File: config.mk
export PLATFORM = sky130hd
export DESIGN_NAME = ctl_trigger
export DESIGN_NICKNAME = d
export VERILOG_FILES = /design/src/rtl/vga_pkg.sv /design/src/rtl/ctl_debounce.sv /design/src/rtl/ctl_trigger.sv
export SDC_FILE = /design/constraint.sdc
export NUM_CORES = 1
export LEC_CHECK = 0
export BUFFER_PORTS_ARGS = -buffer_cell sky130_fd_sc_hd__buf_2
export CORE_UTILIZATION = 34
export CTS_CLUSTER_DIAMETER = 80
export DETAILED_ROUTE_END_ITERATION = 6
export GPL_TIMING_DRIVEN = 0
export PLACE_DENSITY = 0.59
export RECOVER_POWER = 50
export SETUP_SLACK_MARGIN = 0.1
export SYNTH_ARGS = -nofsm -noshare
export SYNTH_HDL_FRONTEND = slang
export SYNTH_HIERARCHICAL = 1
export SYNTH_SLANG_ARGS = --single-unit
File: constraint.sdc
create_clock -name clk -period 2.6 [get_ports clk]
set_input_delay 0.52 -clock clk [delete_from_list [all_inputs] [get_ports clk]]
set_output_delay 0.52 -clock clk [all_outputs]
set_load 0.005 [all_outputs]
File: src/rtl/vga_pkg.sv
// Shared control-path types and constants for the VGA game.
// Holds the trigger FSM state type and the production trigger timing.
package vga_pkg;

   typedef enum logic [2:0] {
      IDLE,
      FIRE,
      COOLDOWN,
      WAIT_RELEASE,
      AUTOWAIT
   } trigger_state_t;

   localparam int unsigned TRIGGER_DEBOUNCE_CYCLES = 650_000;     // 10 ms at 65 MHz
   localparam int unsigned TRIGGER_COOLDOWN_CYCLES = 19_500_000;  // 300 ms
   localparam int unsigned TRIGGER_AUTOFIRE_PERIOD = 13_000_000;

   // Bits needed for a counter running 0 .. n-1.
   function automatic int unsigned cnt_width(input int unsigned n);
      return (n < 2) ? 1 : $clog2(n);
   endfunction

endpackage

File: src/rtl/ctl_debounce.sv
// Two-flop synchronizer followed by a stable-count debouncer: the output level
// flips only after the synchronized input has disagreed with it for CYCLES cycles.
module ctl_debounce
   import vga_pkg::*;
#(
   parameter int unsigned CYCLES = 4
) (
   input  logic clk,
   input  logic rst,
   input  logic in,
   output logic out
);

   localparam int unsigned CntW = cnt_width(CYCLES);
   localparam logic [CntW-1:0] CntLast = CntW'(CYCLES - 1);

   logic            sync1_q;
   logic            sync2_q;
   logic            level_q;
   logic [CntW-1:0] cnt_q;

   always_ff @(posedge clk) begin
      if (rst) begin
         sync1_q <= 1'b0;
         sync2_q <= 1'b0;
         level_q <= 1'b0;
         cnt_q   <= '0;
      end else begin
         sync1_q <= in;
         sync2_q <= sync1_q;
         if (sync2_q != level_q) begin
            // Terminal count toggles the level and restarts, so the counter never wraps.
            if (cnt_q == CntLast) begin
               level_q <= ~level_q;
               cnt_q   <= '0;
            end else begin
               cnt_q <= cnt_q + 1'b1;
            end
         end else begin
            cnt_q <= '0;
         end
      end
   end

   assign out = level_q;

endmodule

File: src/rtl/ctl_trigger.sv
// Trigger conditioner: one shot pulse per accepted pull, cursor latch, cooldown and
// empty-magazine suppression. Define TRIGGER_AUTOFIRE_EN to refire while held.
module ctl_trigger
   import vga_pkg::*;
#(
   parameter int unsigned DEBOUNCE_CYCLES = TRIGGER_DEBOUNCE_CYCLES,
   parameter int unsigned COOLDOWN_CYCLES = TRIGGER_COOLDOWN_CYCLES,
   parameter int unsigned AUTOFIRE_PERIOD = TRIGGER_AUTOFIRE_PERIOD
) (
   input  logic        clk,
   input  logic        rst,
   input  logic        reset_score,
   input  logic        trigger_in,
   input  logic        no_ammo,
   input  logic [11:0] xpos,
   input  logic [11:0] ypos,
   output logic        shot_fired,
   output logic [11:0] shot_xpos,
   output logic [11:0] shot_ypos,
   output logic        dry_fire,
   output logic        ready
);

   localparam int unsigned CntMax = (COOLDOWN_CYCLES > AUTOFIRE_PERIOD) ?
                                    COOLDOWN_CYCLES : AUTOFIRE_PERIOD;
   localparam int unsigned CntW = cnt_width(CntMax);
   localparam logic [CntW-1:0] CoolLast = CntW'(COOLDOWN_CYCLES - 1);
   localparam logic [CntW-1:0] AutoLast = CntW'(AUTOFIRE_PERIOD - 1);

   trigger_state_t  state_q;
   logic [CntW-1:0] cnt_q;
   logic            level_prev_q;
   logic            shot_fired_q;
   logic            dry_fire_q;
   logic            ready_q;
   logic [11:0]     shot_xpos_q;
   logic [11:0]     shot_ypos_q;

   logic rst_all;
   logic level;
   logic pull;

   assign rst_all = rst | reset_score;

   ctl_debounce #(
      .CYCLES (DEBOUNCE_CYCLES)
   ) u_debounce (
      .clk (clk),
      .rst (rst_all),
      .in  (trigger_in),
      .out (level)
   );

   assign pull = level & ~level_prev_q;

   always_ff @(posedge clk) begin
      if (rst_all) begin
         state_q      <= IDLE;
         cnt_q        <= '0;
         level_prev_q <= 1'b0;
         shot_fired_q <= 1'b0;
         dry_fire_q   <= 1'b0;
         ready_q      <= 1'b1;
         shot_xpos_q  <= '0;
         shot_ypos_q  <= '0;
      end else begin
         level_prev_q <= level;
         shot_fired_q <= 1'b0;
         dry_fire_q   <= 1'b0;
         unique case (state_q)
            IDLE: begin
               if (pull) begin
                  if (no_ammo) begin
                     dry_fire_q <= 1'b1;
                  end else begin
                     // Position is captured on entry so it is valid alongside the pulse.
                     state_q      <= FIRE;
                     shot_fired_q <= 1'b1;
                     shot_xpos_q  <= xpos;
                     shot_ypos_q  <= ypos;
                     ready_q      <= 1'b0;
                  end
               end
            end
            FIRE: begin
               state_q <= COOLDOWN;
               cnt_q   <= '0;
            end
            COOLDOWN: begin
               if (cnt_q == CoolLast) begin
                  cnt_q <= '0;
                  if (level) begin
`ifdef TRIGGER_AUTOFIRE_EN
                     state_q <= AUTOWAIT;
`else
                     state_q <= WAIT_RELEASE;
`endif
                  end else begin
                     state_q <= IDLE;
                     ready_q <= 1'b1;
                  end
               end else begin
                  cnt_q <= cnt_q + 1'b1;
               end
            end
            WAIT_RELEASE: begin
               if (!level) begin
                  state_q <= IDLE;
                  ready_q <= 1'b1;
               end
            end
            AUTOWAIT: begin
`ifdef TRIGGER_AUTOFIRE_EN
               if (!level) begin
                  state_q <= IDLE;
                  ready_q <= 1'b1;
                  cnt_q   <= '0;
               end else if (cnt_q == AutoLast) begin
                  cnt_q <= '0;
                  if (no_ammo) begin
                     dry_fire_q <= 1'b1;
                     state_q    <= WAIT_RELEASE;
                  end else begin
                     state_q      <= FIRE;
                     shot_fired_q <= 1'b1;
                     shot_xpos_q  <= xpos;
                     shot_ypos_q  <= ypos;
                  end
               end else begin
                  cnt_q <= cnt_q + 1'b1;
               end
`else
               state_q <= IDLE;
               ready_q <= 1'b1;
`endif
            end
            default: begin
               state_q <= IDLE;
               ready_q <= 1'b1;
            end
         endcase
      end
   end

   assign shot_fired = shot_fired_q;
   assign dry_fire   = dry_fire_q;
   assign ready      = ready_q;
   assign shot_xpos  = shot_xpos_q;
   assign shot_ypos  = shot_ypos_q;

endmodule

======== Word-level counts from Yosys, hierarchy flattened ========
Cells that the tools add are included.
storage, ports and cells
  register bits ........................... 79
  bits of input ports ..................... 29
  output and inout port bits .............. 27
  logic and storage cells ................. 56
cells by class
  $add $sub $neg .......................... 2
  eq/ne operators ......................... 10
  multiplexer cells ....................... 15
  bitwise operators ....................... 9
  reduce and logical (&&, ||, !) cells .... 8
operators by type and width
  operator                 number
  $pmux W25 S2             1
  $add A25 B1 Y25 const B  1
  $eq A25 B25 Y1 const B   1
  $mux W25                 1
  $add A20 B1 Y20 const B  1
  $eq A20 B20 Y1 const B   1
  $mux W3                  4
  $pmux W3 S4              1
  $ne A2 B2 Y1 const B     4
  $reduce_and A4 Y1        2
  $not A1 Y1               7
  $eq A3 B2 Y1 const B     2
  $mux W1                  6
  $reduce_or A3 Y1         2
  $pmux W1 S4              1
  $eq A3 B1 Y1 const B     1
  $logic_not A3 Y1         1
  $reduce_and A3 Y1        1
  $mux W2                  1
  $reduce_and A2 Y1        1
  $reduce_bool A2 Y1       1
  $and A1 B1 Y1            1
  $ne A1 B1 Y1             1
  $or A1 B1 Y1             1

======== Longest topological paths before layout ========
  depth in word-level cells ............... 4
  depth in mapped cells ................... 8
  mapped depth without buffers ............ 7

======== Cells and area by module ========
Netlist, hierarchy kept.
by module, submodules not included
  module        times used  cells an instance  area an instance (µm²)  sequential area each (µm²)
  ctl_trigger   1           275                2292.2                  1101.1
  ctl_debounce  1           113                1027.2                  460.4

======== Least setup slack after synthesis ========
No wires, ideal clock.
  path kind ............................... register -> register
  start ................................... register state_q[0]
  end ..................................... register, netlist name cnt_q[21]
  setup time .............................. 117 ps
  arrival ................................. 2160 ps
  data required time ...................... 2483 ps
  path slack .............................. 323 ps
  stages on the path, launching flop included .. 9
  path buffers ............................ 1
  period minus slack after synthesis ...... 2277 ps
  path through ............................ dfxtp_1 inv_1 ha_1 clkbuf_1 nand4_1 nor4_1 nand4_1 xor2_1 nor2_1
RTL lines
  item                    line               RTL
  start, declared         ctl_trigger.sv:30  trigger_state_t state_q;
  start signal, assigned  ctl_trigger.sv:58  state_q <= IDLE;
  start signal, assigned  ctl_trigger.sv:77  state_q <= FIRE;
  start signal, assigned  ctl_trigger.sv:86  state_q <= COOLDOWN;

==> results_dict.tcl <==
set metrics [dict create \
    fillers 985 \
    row_count 35 \
    gp_congestion 0.7696 \
    cp-start-kind "flip-flop" \
    htreeDepth 3 \
    coreArea_mm2 0.009328 \
    drt_iter0_markers 66 \
    outcome "completed" \
    synthFlopType "dfxtp_1" \
    dp_slack_ns -0.3060 \
    max-cap-violations 0 \
    crit_start "cnt_q[0]" \
    synthTopCellsByCount "dfxtp_1, nand2_1, nor2_1" \
    die_x_um 100.8 \
    ys_ff_latch 78 \
    report.final.slew_viol_count 0 \
    nets 491 \
    cts-root-buf "clkbuf_8" \
    powerDensity_mw_per_mm2 543.7 \
    dp_hpwl_mm 5.275 \
    timing_worst_setup_path_type "reg -> reg" \
    timing.fmax_mhz 420.5 \
    cp-end-kind "flip-flop" \
    synth-edff-count 0 \
    yosys-top-cells-area "dfxtp_1, nand2_1, nor2_1" \
    area_growth_pct 20.66 \
    p_leak_nw 1.325 \
    antennaDiodeCount 0 \
    syn_area_mm2 0.003319 \
    drt-pass1-iter-count 4 \
    worstPathCellList "ha_2 -> nand4_1 -> or4_1 -> o31a_1 -> or4_1 -> a21oi_1" \
    path_max_fanout 6 \
    r2r_cells 6 \
    r2r-end "state_q[0]" \
    wire_per_inst_um 12.54 \
    regArea_mm2 0.001562 \
    power_w 0.002177 \
    yosysMostFrequentCell "dfxtp_1" \
    yosysSeqAreaShare_pct 47.04 \
    fp.dieH_um 100.8 \
    vias 2907 \
    yosys_warnings 6 \
    yosys.area.top_type_share_pct 47.04 \
    synth.avg_cell_area_um2 8.555 \
    drc 0 \
    rsz0062_at_grt "no" \
    cp.required_ns 2.87 \
    finalHoldViolations 0 \
    slowest_stage "or4_1" \
    drtAntennaViolNets 0 \
    syn_inst 388 \
    port_buffers 55 \
    vias_per_cell 4.927 \
    setup_viol 0 \
    layout_setup_ws_ns 0.2219 \
    instances_no_fill 590 \
    max_stage_delay_ns 0.53 \
    ff2ff_setup_slack_ns 0.22 \
    grt_start_max_net_pins 15 \
    arrival_ns 2.65 \
    initial_core_util_pct 35.59 \
    drive_above_1_share_pct 16.27 \
    skew_ns 0.01164 \
    crit_top_cell "or4_1" \
    cts_sinks 78 \
    detail_route.wirelength_mm 7.398 \
    first_global_vias 2684 \
    worst-path-buf-inv 0 \
    ctsHoldBuffers 0 \
    synth_fp_nets 422 \
    grt_pass1_wl_mm 12.32 \
    reg2reg_from "cnt_q[0]" \
    relSlewSlack_pct 52.25 \
    multiInputGateArea_mm2 0.001708 \
    fin_crit_ns 2.378 \
    tritoncts "built" \
    crit_cells 6 \
    num_io_pins 56 \
    tightest_slew_ns 0.7163 \
    clk_pin_slew_ns 0.07 \
    antenna_found_initial 0 \
    cts_buffer_depth 2 \
    critPathTopFamily "simple AND/OR/NAND/NOR gates" \
    hold_class "in -> reg" \
    clk_latency_ns 0.35 \
    cts_made_buffers 9 \
    post-synth-top-area-cell "dfxtp_1" \
    fin_crit_sh_pct 91.46 \
    grt_use_total_pct 15.32 \
    ir_drop_mv 0.2913 \
    overflow 0 \
    synth-async-reset-ratio_pct 0 \
    ys_types 44 \
    dieArea_mm2 0.01016 \
    crit_end "state_q[0]" \
    dp_cells 572 \
]
-- worst min path at each step --
stage                       start                  to  slack [ns]  cells after the start
5_1_grt                  xpos[10]       shot_xpos[10]        0.40                      3
4_1_cts                trigger_in  u_debounce/sync1_q        0.38                      2
3_5_place_dp        shot_xpos[10]       shot_xpos[10]        0.45                      2
6_report               trigger_in  u_debounce/sync1_q        0.39                      2
2_1_floorplan  u_debounce/sync1_q  u_debounce/sync2_q        0.41                      1
3_3_place_gp         shot_ypos[6]        shot_ypos[6]        0.44                      2
-- worst register-to-register path, delay by kind of cell, from the launching register on --
family	cells	cell delay, ns
compound gates	2	0.49
fa+ha+maj	1	0.24
simple gates	3	1.20
flops	1	0.39
-- through the flow --
stage          setup TNS (ns)  util [%]  instance area [µm²]  hold slack [ns]
5_1_grt                     0     42.94                 4005           0.3956
4_1_cts                     0     42.72                 3985           0.3774
2_1_floorplan               0         -                 3319           0.4138
3_3_place_gp           -1.743     40.27                 3756           0.4403
3_5_place_dp           -2.189     40.27                 3756           0.4462
6_report                    0     42.94                 4005           0.3882
-- state kept, by name, summed over array words and instances (netlist names) --
signal and count:
cnt_q 25, dry_fire 1, level_prev_q 1, ready 1, shot_fired 1, shot_xpos 12, shot_ypos 12, state_q 2
u_debounce/cnt_q 20, u_debounce/out 1, u_debounce/sync1_q 1, u_debounce/sync2_q 1
-- cells by family (layout without fill, tap and decap cells) --
| group | Yosys count | in the layout | share of synthesized area [%] |
|---|---|---|---|
| fa+ha+maj | 5 | 5 | 1.885 |
| xor+xnor | 37 | 37 | 9.763 |
| buf+inv | 19 | 92 | 2.450 |
| compound gates | 51 | 51 | 9.235 |
| flops | 78 | 78 | 47.04 |
| simple gates | 198 | 198 | 29.63 |
-- placed cells by master (no fill, tap or decap), drive strengths merged, types with 2 or more instances in the layout --
master and instances:
nand2 64, or4b 2, xnor2 16, or3 7, dfxtp 78, or4 5
nor2 50, nand3 16, o31ai 2, nor4 7, nand2b 3, o21ai 7
nand4 19, nor2b 6, clkbuf 36, o31a 2, ha 5, xor2 21
buf 45, a21oi 33, inv 8, nor3 9, and4 2, nand4b 2
-- layout make-up --
cell class                      count  area share, %
Clock inverter                      3          1.062
Multi-Input combinational cell    291          42.64
Buffer                             11          1.406
Timing Repair Buffer               58          6.998
Sequential cell                    78          38.99
Clock buffer                       12          4.124
Tap cell                          129          4.030
Inverter                            8         0.7498
-- power by group --
part           total (W)  switching, W  internal [W]
clock           0.000937      0.000422      0.000516
combinational  0.0000454     0.0000254     0.0000200
sequential       0.00119   0.000000492       0.00119
-- routing by layer --
metal  global-route usage [%]  vias to the layer above  wire length, µm
li1                         -                     1473                -
met1                    18.97                     1367             3536
met5                        0                        -                0
met4                    4.125                        0               61
met2                    25.92                       63             3523
met3                    4.508                        4              275
-- timing repair --
item                                    4_1_cts  5_1_grt
resized for setup                             3        5
endpoints found under the setup margin       13       23
pin swaps                                     0        2
setup buffers                                 0        3
No activity file was read; power rests on OpenSTA's default activity.
